===== config.mk =====
export PLATFORM = sky130hd
export DESIGN_NAME = writeback_stage
export DESIGN_NICKNAME = d
export VERILOG_FILES = /design/src/rtl/riscv_pkg.sv /design/src/rtl/load_aligner.sv /design/src/rtl/writeback_stage.sv
export SDC_FILE = /design/constraint.sdc
export NUM_CORES = 1
export LEC_CHECK = 0
export BUFFER_PORTS_ARGS = -buffer_cell sky130_fd_sc_hd__buf_2
export CAP_MARGIN = 10
export CORE_ASPECT_RATIO = 1.1
export CORE_MARGIN = 5
export CORE_UTILIZATION = 45
export CTS_BUF_LIST = sky130_fd_sc_hd__clkbuf_4 sky130_fd_sc_hd__clkbuf_8
export DETAILED_ROUTE_END_ITERATION = 7
export GPL_TIMING_DRIVEN = 0
export PLACE_DENSITY = 0.74
export SETUP_SLACK_MARGIN = 0.5
export SLEW_MARGIN = 40
export SYNTH_ARGS = -nofsm -noshare
export SYNTH_HDL_FRONTEND = slang
export SYNTH_SLANG_ARGS = --single-unit

===== constraint.sdc =====
create_clock -name clk -period 1.51 [get_ports clk]
set_input_delay 0.0755 -clock clk [delete_from_list [all_inputs] [get_ports clk]]
set_output_delay 0.0755 -clock clk [all_outputs]
set_load 0.01 [all_outputs]

===== src/rtl/riscv_pkg.sv =====
// Shared RV32I definitions for the pipeline back end: datapath width,
// load funct3 codes and write-back source select encodings.
package riscv_pkg;

   localparam int XLEN = 32;

   localparam logic [2:0] F3_LB  = 3'd0;
   localparam logic [2:0] F3_LH  = 3'd1;
   localparam logic [2:0] F3_LW  = 3'd2;
   localparam logic [2:0] F3_LBU = 3'd4;
   localparam logic [2:0] F3_LHU = 3'd5;

   // Code 3 is reserved; the write-back mux treats it like WB_ALU.
   typedef enum logic [1:0] {
      WB_ALU  = 2'd0,
      WB_LOAD = 2'd1,
      WB_PC4  = 2'd2,
      WB_RSVD = 2'd3
   } wb_sel_e;

endpackage


===== src/rtl/load_aligner.sv =====
// Combinational load data aligner: selects the byte/half/word addressed by
// the low address bits and sign- or zero-extends it to the datapath width.
// Kept free of pipeline state so a future load/store unit can reuse it.
module load_aligner
   import riscv_pkg::*;
#(
   parameter int XLEN = riscv_pkg::XLEN
) (
   input  logic [2:0]      funct3_i,
   input  logic [1:0]      offset_i,
   input  logic [XLEN-1:0] rdata_i,
   output logic [XLEN-1:0] data_o
);

   logic [7:0]  byte_v;
   logic [15:0] half_v;

   // Pick the addressed byte and half-word; the half ignores offset bit 0.
   always_comb begin
      byte_v = rdata_i[7:0];
      case (offset_i)
         2'd0: byte_v = rdata_i[7:0];
         2'd1: byte_v = rdata_i[15:8];
         2'd2: byte_v = rdata_i[23:16];
         2'd3: byte_v = rdata_i[31:24];
         default: byte_v = rdata_i[7:0];
      endcase
      half_v = offset_i[1] ? rdata_i[31:16] : rdata_i[15:0];
   end

   // Extend according to load size/sign; LW and unused codes pass the word.
   always_comb begin
      data_o = rdata_i;
      case (funct3_i)
         F3_LB:   data_o = {{(XLEN-8){byte_v[7]}}, byte_v};
         F3_LBU:  data_o = {{(XLEN-8){1'b0}}, byte_v};
         F3_LH:   data_o = {{(XLEN-16){half_v[15]}}, half_v};
         F3_LHU:  data_o = {{(XLEN-16){1'b0}}, half_v};
         default: data_o = rdata_i;
      endcase
   end

endmodule


===== src/rtl/writeback_stage.sv =====
// MEM/WB pipeline register and write-back source mux for the RV32I pipeline.
// Drives the register-file write port one cycle after MEM and exports the
// same triple to the forwarding logic, so write_data is held at zero for
// bubbles. Optional retired-instruction counter: define WB_RETIRE_CNT_EN to
// add the instret output.
module writeback_stage
   import riscv_pkg::*;
#(
   parameter int XLEN = riscv_pkg::XLEN
`ifdef WB_RETIRE_CNT_EN
   ,
   parameter int CNT_W = 64
`endif
) (
   input  logic            clk,
   input  logic            reset,
   input  logic            stall,
   input  logic            flush,
   input  logic            mem_valid,
   input  logic            mem_RegWrite,
   input  logic [1:0]      mem_wb_sel,
   input  logic [2:0]      mem_funct3,
   input  logic [4:0]      mem_rd,
   input  logic [XLEN-1:0] mem_alu_result,
   input  logic [XLEN-1:0] mem_rdata,
   input  logic [XLEN-1:0] mem_pc_plus4,
   output logic            RegWrite,
   output logic [4:0]      rd,
   output logic [XLEN-1:0] write_data,
   output logic            wb_valid
`ifdef WB_RETIRE_CNT_EN
   ,
   output logic [CNT_W-1:0] instret
`endif
);

   logic            valid_q,    valid_d;
   logic            regwrite_q, regwrite_d;
   logic [1:0]      wb_sel_q,   wb_sel_d;
   logic [2:0]      funct3_q,   funct3_d;
   logic [4:0]      rd_q,       rd_d;
   logic [XLEN-1:0] alu_q,      alu_d;
   logic [XLEN-1:0] rdata_q,    rdata_d;
   logic [XLEN-1:0] pc4_q,      pc4_d;

   logic [XLEN-1:0] load_data;

   // Next-state: flush kills the slot, stall holds it (even against bubbles),
   // otherwise capture the MEM stage as-is.
   always_comb begin
      valid_d    = valid_q;
      regwrite_d = regwrite_q;
      wb_sel_d   = wb_sel_q;
      funct3_d   = funct3_q;
      rd_d       = rd_q;
      alu_d      = alu_q;
      rdata_d    = rdata_q;
      pc4_d      = pc4_q;
      if (flush || !stall) begin
         wb_sel_d   = mem_wb_sel;
         funct3_d   = mem_funct3;
         rd_d       = mem_rd;
         alu_d      = mem_alu_result;
         rdata_d    = mem_rdata;
         pc4_d      = mem_pc_plus4;
         valid_d    = flush ? 1'b0 : mem_valid;
         regwrite_d = flush ? 1'b0 : mem_RegWrite;
      end
   end

   // MEM/WB register with synchronous reset taking priority over everything.
   always_ff @(posedge clk) begin
      if (reset) begin
         valid_q    <= 1'b0;
         regwrite_q <= 1'b0;
         wb_sel_q   <= 2'd0;
         funct3_q   <= 3'd0;
         rd_q       <= 5'd0;
         alu_q      <= '0;
         rdata_q    <= '0;
         pc4_q      <= '0;
      end else begin
         valid_q    <= valid_d;
         regwrite_q <= regwrite_d;
         wb_sel_q   <= wb_sel_d;
         funct3_q   <= funct3_d;
         rd_q       <= rd_d;
         alu_q      <= alu_d;
         rdata_q    <= rdata_d;
         pc4_q      <= pc4_d;
      end
   end

   load_aligner #(.XLEN(XLEN)) u_load_aligner (
      .funct3_i (funct3_q),
      .offset_i (alu_q[1:0]),
      .rdata_i  (rdata_q),
      .data_o   (load_data)
   );

   // Write-back mux from registered state only; bubbles present zero data.
   always_comb begin
      write_data = '0;
      if (valid_q) begin
         case (wb_sel_e'(wb_sel_q))
            WB_LOAD: write_data = load_data;
            WB_PC4:  write_data = pc4_q;
            default: write_data = alu_q;
         endcase
      end
   end

   assign wb_valid = valid_q;
   assign rd       = rd_q;
   assign RegWrite = valid_q & regwrite_q & (rd_q != 5'd0);

`ifdef WB_RETIRE_CNT_EN
   logic [CNT_W-1:0] instret_q;

   // Count an instruction on the edge it leaves WB, so stalls count it once.
   always_ff @(posedge clk) begin
      if (reset) begin
         instret_q <= '0;
      end else if (valid_q && !stall) begin
         instret_q <= instret_q + 1'b1;
      end
   end

   assign instret = instret_q;
`endif

endmodule


==> impl_metrics.ini <==
[sta]
tightest_slew_ns = 0.445
finalClockSkew_ns = 0
fmax_mhz = 493
grt_setup_unrepaired = yes
whs_ns = 0.0464
maxSlewViolCount = 0
final_hold_viol_count = 0
post-route-period-util = 1.34
maxSlewHeadroom = 0.703
worst_slack_ns = -0.520
setup-violations-final = 33
fin_crit_ns = 2.03

[pwr]
power_density_nw_per_um2 = 807
max-vdd-ir-drop_mv = 0.510
leakage_nw = 3.46

[synthesis]
synthArstFlopShare = 0
syn_area_per_cell_um2 = 7.32
synth_seq_area_share = 0.427
netlist_area_um2 = 5060
synth.top_cell.area_share = 0.427
ys_ff_latch = 108
yosysWarnings = 0
synth_nets = 805
ys_types = 42
synthCells = 691
synthFlopType = dfxtp_1
synth_edf_count = 0
synth.largest_area_cell = dfxtp_1
synthTopCellsByArea = dfxtp_1 (43%), nand2_1 (18%), a21oi_1 (13%), o21ai_0 (3.5%), a221oi_1 (2.9%)

[grt]
grt_antenna_before_repair = 0
grt_pass1_vias = 6027
grt_pass1_wl_um = 31200
grt_usage = 0.292
grt_max_degree = 21
grt_remaining_overflow = 0

[worst_setup_path]
arrival_ns = 1.95
worstPathRequired_ns = 1.43
reg2reg_depth = 3
cp-start-kind = flop
cp-end-kind = output pin
cp_max_fo = 10
crit_type = reg2out

[clock_network]
clockBufferDepth = 2
cts_tree = done
htree_levels = 3
clk_pin_slew_ns = 0.11
cts_root_buf = clkbuf_8
clk_latency_ns = 0.39
cts.sinks = 108
cts_buffers = 9

[place]
portBuffers = 149
dp.cells = 987
dpl_cell_area_um2 = 6130
dpl.hpwl_um = 13700
place_congestion = 0.926

[worst_hold_path]
whs_path_depth = 3
hold_class = in2reg

[routing]
viasPerCell = 5.39
wirelength_met1_um = 8110
drc = 0
routed_wl_um = 20200
routed.top_layer = met4
drtPass1Iterations = 5
dr_wl_met2_um = 10100
antenna_left = 0
met3_length_um = 1470
vias = 6108
wl_per_cell_um = 17.9
drt_iter0_drc = 421

[die]
num_rows = 40
dieArea_um2 = 13500
start_util = 0.462
core-area_um2 = 11000
io-pin-count = 151
fp.dieW_um = 111
fp.dieH_um = 121

[outcome]
violations = negative setup slack
status = complete, but fails checks

[flow_run]
cap_violations = 0

[layout]
layout-drive-gt1-share = 0.305
nFillCells = 824
synthToLayoutAreaGrowth_pct = 58.6
fin_nets = 1094
finalInstanceArea_um2 = 8030
post_layout_nonfiller_instances = 1133
-- critical path, stage by stage (launching register included) --
cell	delay, ns
dfxtp_4	0.39
inv_2	0.05
ha_4	0.26
buf_12	0.14
clkbuf_8	0.22
o21ai_0	0.11
a22o_1	0.25
buf_2	0.14
-- cells in the final DEF (no fill, tap or decap), types with 3 or more instances in the layout --
| master | count |
|---|---|
| mux2i_1 | 9 |
| buf_2 | 158 |
| a221oi_4 | 5 |
| clkbuf_2 | 4 |
| inv_2 | 3 |
| nor3_1 | 8 |
| clkbuf_1 | 19 |
| o21ai_0 | 23 |
| o21ai_2 | 4 |
| nand2_1 | 239 |
| dlygate4sd3_1 | 109 |
| a21oi_1 | 120 |
| or2_2 | 6 |
| a221oi_2 | 10 |
| nor2_1 | 3 |
| buf_8 | 6 |
| dfxtp_4 | 7 |
| buf_4 | 20 |
| dfxtp_1 | 95 |
| a2bb2oi_1 | 6 |
| o22ai_1 | 6 |
| o21a_1 | 6 |
| a31oi_1 | 6 |
| buf_6 | 7 |
| inv_8 | 3 |
| dfxtp_2 | 6 |
| a21oi_2 | 12 |
| o21ai_1 | 8 |
| o221ai_1 | 6 |
| a22o_1 | 6 |
| clkbuf_8 | 15 |
| clkbuf_4 | 5 |
-- where the power goes --
group / switching (W) / internal [W] / total, W
Clock: 0.00112 / 0.000642 / 0.00176
Combinational: 0.000749 / 0.000758 / 0.00151
Sequential: 0.000187 / 0.00302 / 0.00321
-- stage by stage --
stage                     setup slack, ns  utilization  total power [W]  setup TNS [ns]
after floorplan                     0.106            -          0.00387               0
after global placement             -0.247        0.559          0.00428           -5.14
after detailed placement           -0.263        0.559          0.00430           -6.54
after CTS                          -0.480        0.713          0.00634          -14.48
after global routing               -0.578        0.732          0.00674          -16.98
final                              -0.520        0.732          0.00648          -14.97
-- cell type report --
class / instances / area, µm² / share of cell area
inverter: 6 / 30.0 / 0.00374
clock inverter: 7 / 71.3 / 0.00889
antenna: 1 / 2.50 / 0.000312
clock buffer: 9 / 124 / 0.0154
multi-input combinational: 517 / 2960 / 0.369
buffer: 60 / 437 / 0.0544
timing repair buffer: 278 / 2020 / 0.252
tap: 147 / 184 / 0.0229
sequential: 108 / 2200 / 0.274
-- logic make-up (layout without fill, tap and decap cells) --
| group | count (synthesis) | in the layout | synth area share |
|---|---|---|---|
| flip-flops | 108 | 108 | 0.427 |
| AO/OA/AOI/OAI | 231 | 231 | 0.272 |
| adder cells (fa/ha/maj) | 2 | 2 | 0.00494 |
| other | 0 | 1 | 0 |
| buffers and inverters | 66 | 360 | 0.0564 |
| multiplexers | 12 | 12 | 0.0250 |
| AND/OR/NAND/NOR | 272 | 272 | 0.215 |
-- cells in the mapped netlist (3+ instances only) --
cell type,instances
nand2_1,241
a21oi_1,133
dfxtp_1,108
clkbuf_1,36
o21ai_0,35
buf_2,18
a221oi_1,17
mux2i_1,10
nor3_1,9
a31oi_1,7
or2_2,7
a22o_1,6
a2bb2oi_1,6
o21a_1,6
o221ai_1,6
o22ai_1,6
inv_1,5
nor2_1,4
buf_1,3
nand2b_1,3
-- registers in the layout (all words and copies together) (netlist names) --
signal      flops
alu_q          32
funct3_q        3
pc4_q          32
rd              5
rdata_q        32
regwrite_q      1
wb_sel_q        2
wb_valid        1
-- per-layer routing --
layer  GRT usage  vias up
li1            -     2963
met4       0.106        0
met2       0.510      253
met3      0.0594       46
met5           0        -
met1       0.356     2846
-- final timing paths --
kind                             from                      end  slack [ns]
max reg2reg     wb_valid$_SDFFE_PP0P_    wb_valid$_SDFFE_PP0P_        0.56
max          wb_sel_q[0]$_SDFFE_PP0P_           write_data[13]       -0.52
min                             stall  regwrite_q$_SDFFE_PP0P_        0.05
min reg2reg    alu_q[29]$_SDFFE_PP0P_   alu_q[29]$_SDFFE_PP0P_        0.46
-- what timing repair did --
| item | 4_1_cts | 5_1_grt |
|---|---|---|
| resized for setup | 76 | 42 |
| setup buffers | 12 | 7 |
| hold endpoints to repair | 108 | 0 |
| pin swaps | 8 | 8 |
| hold buffers | 109 | 0 |
| gates cloned | 1 | 0 |
| setup endpoints to repair | 76 | 54 |
Power figures use the tool's default switching activity.
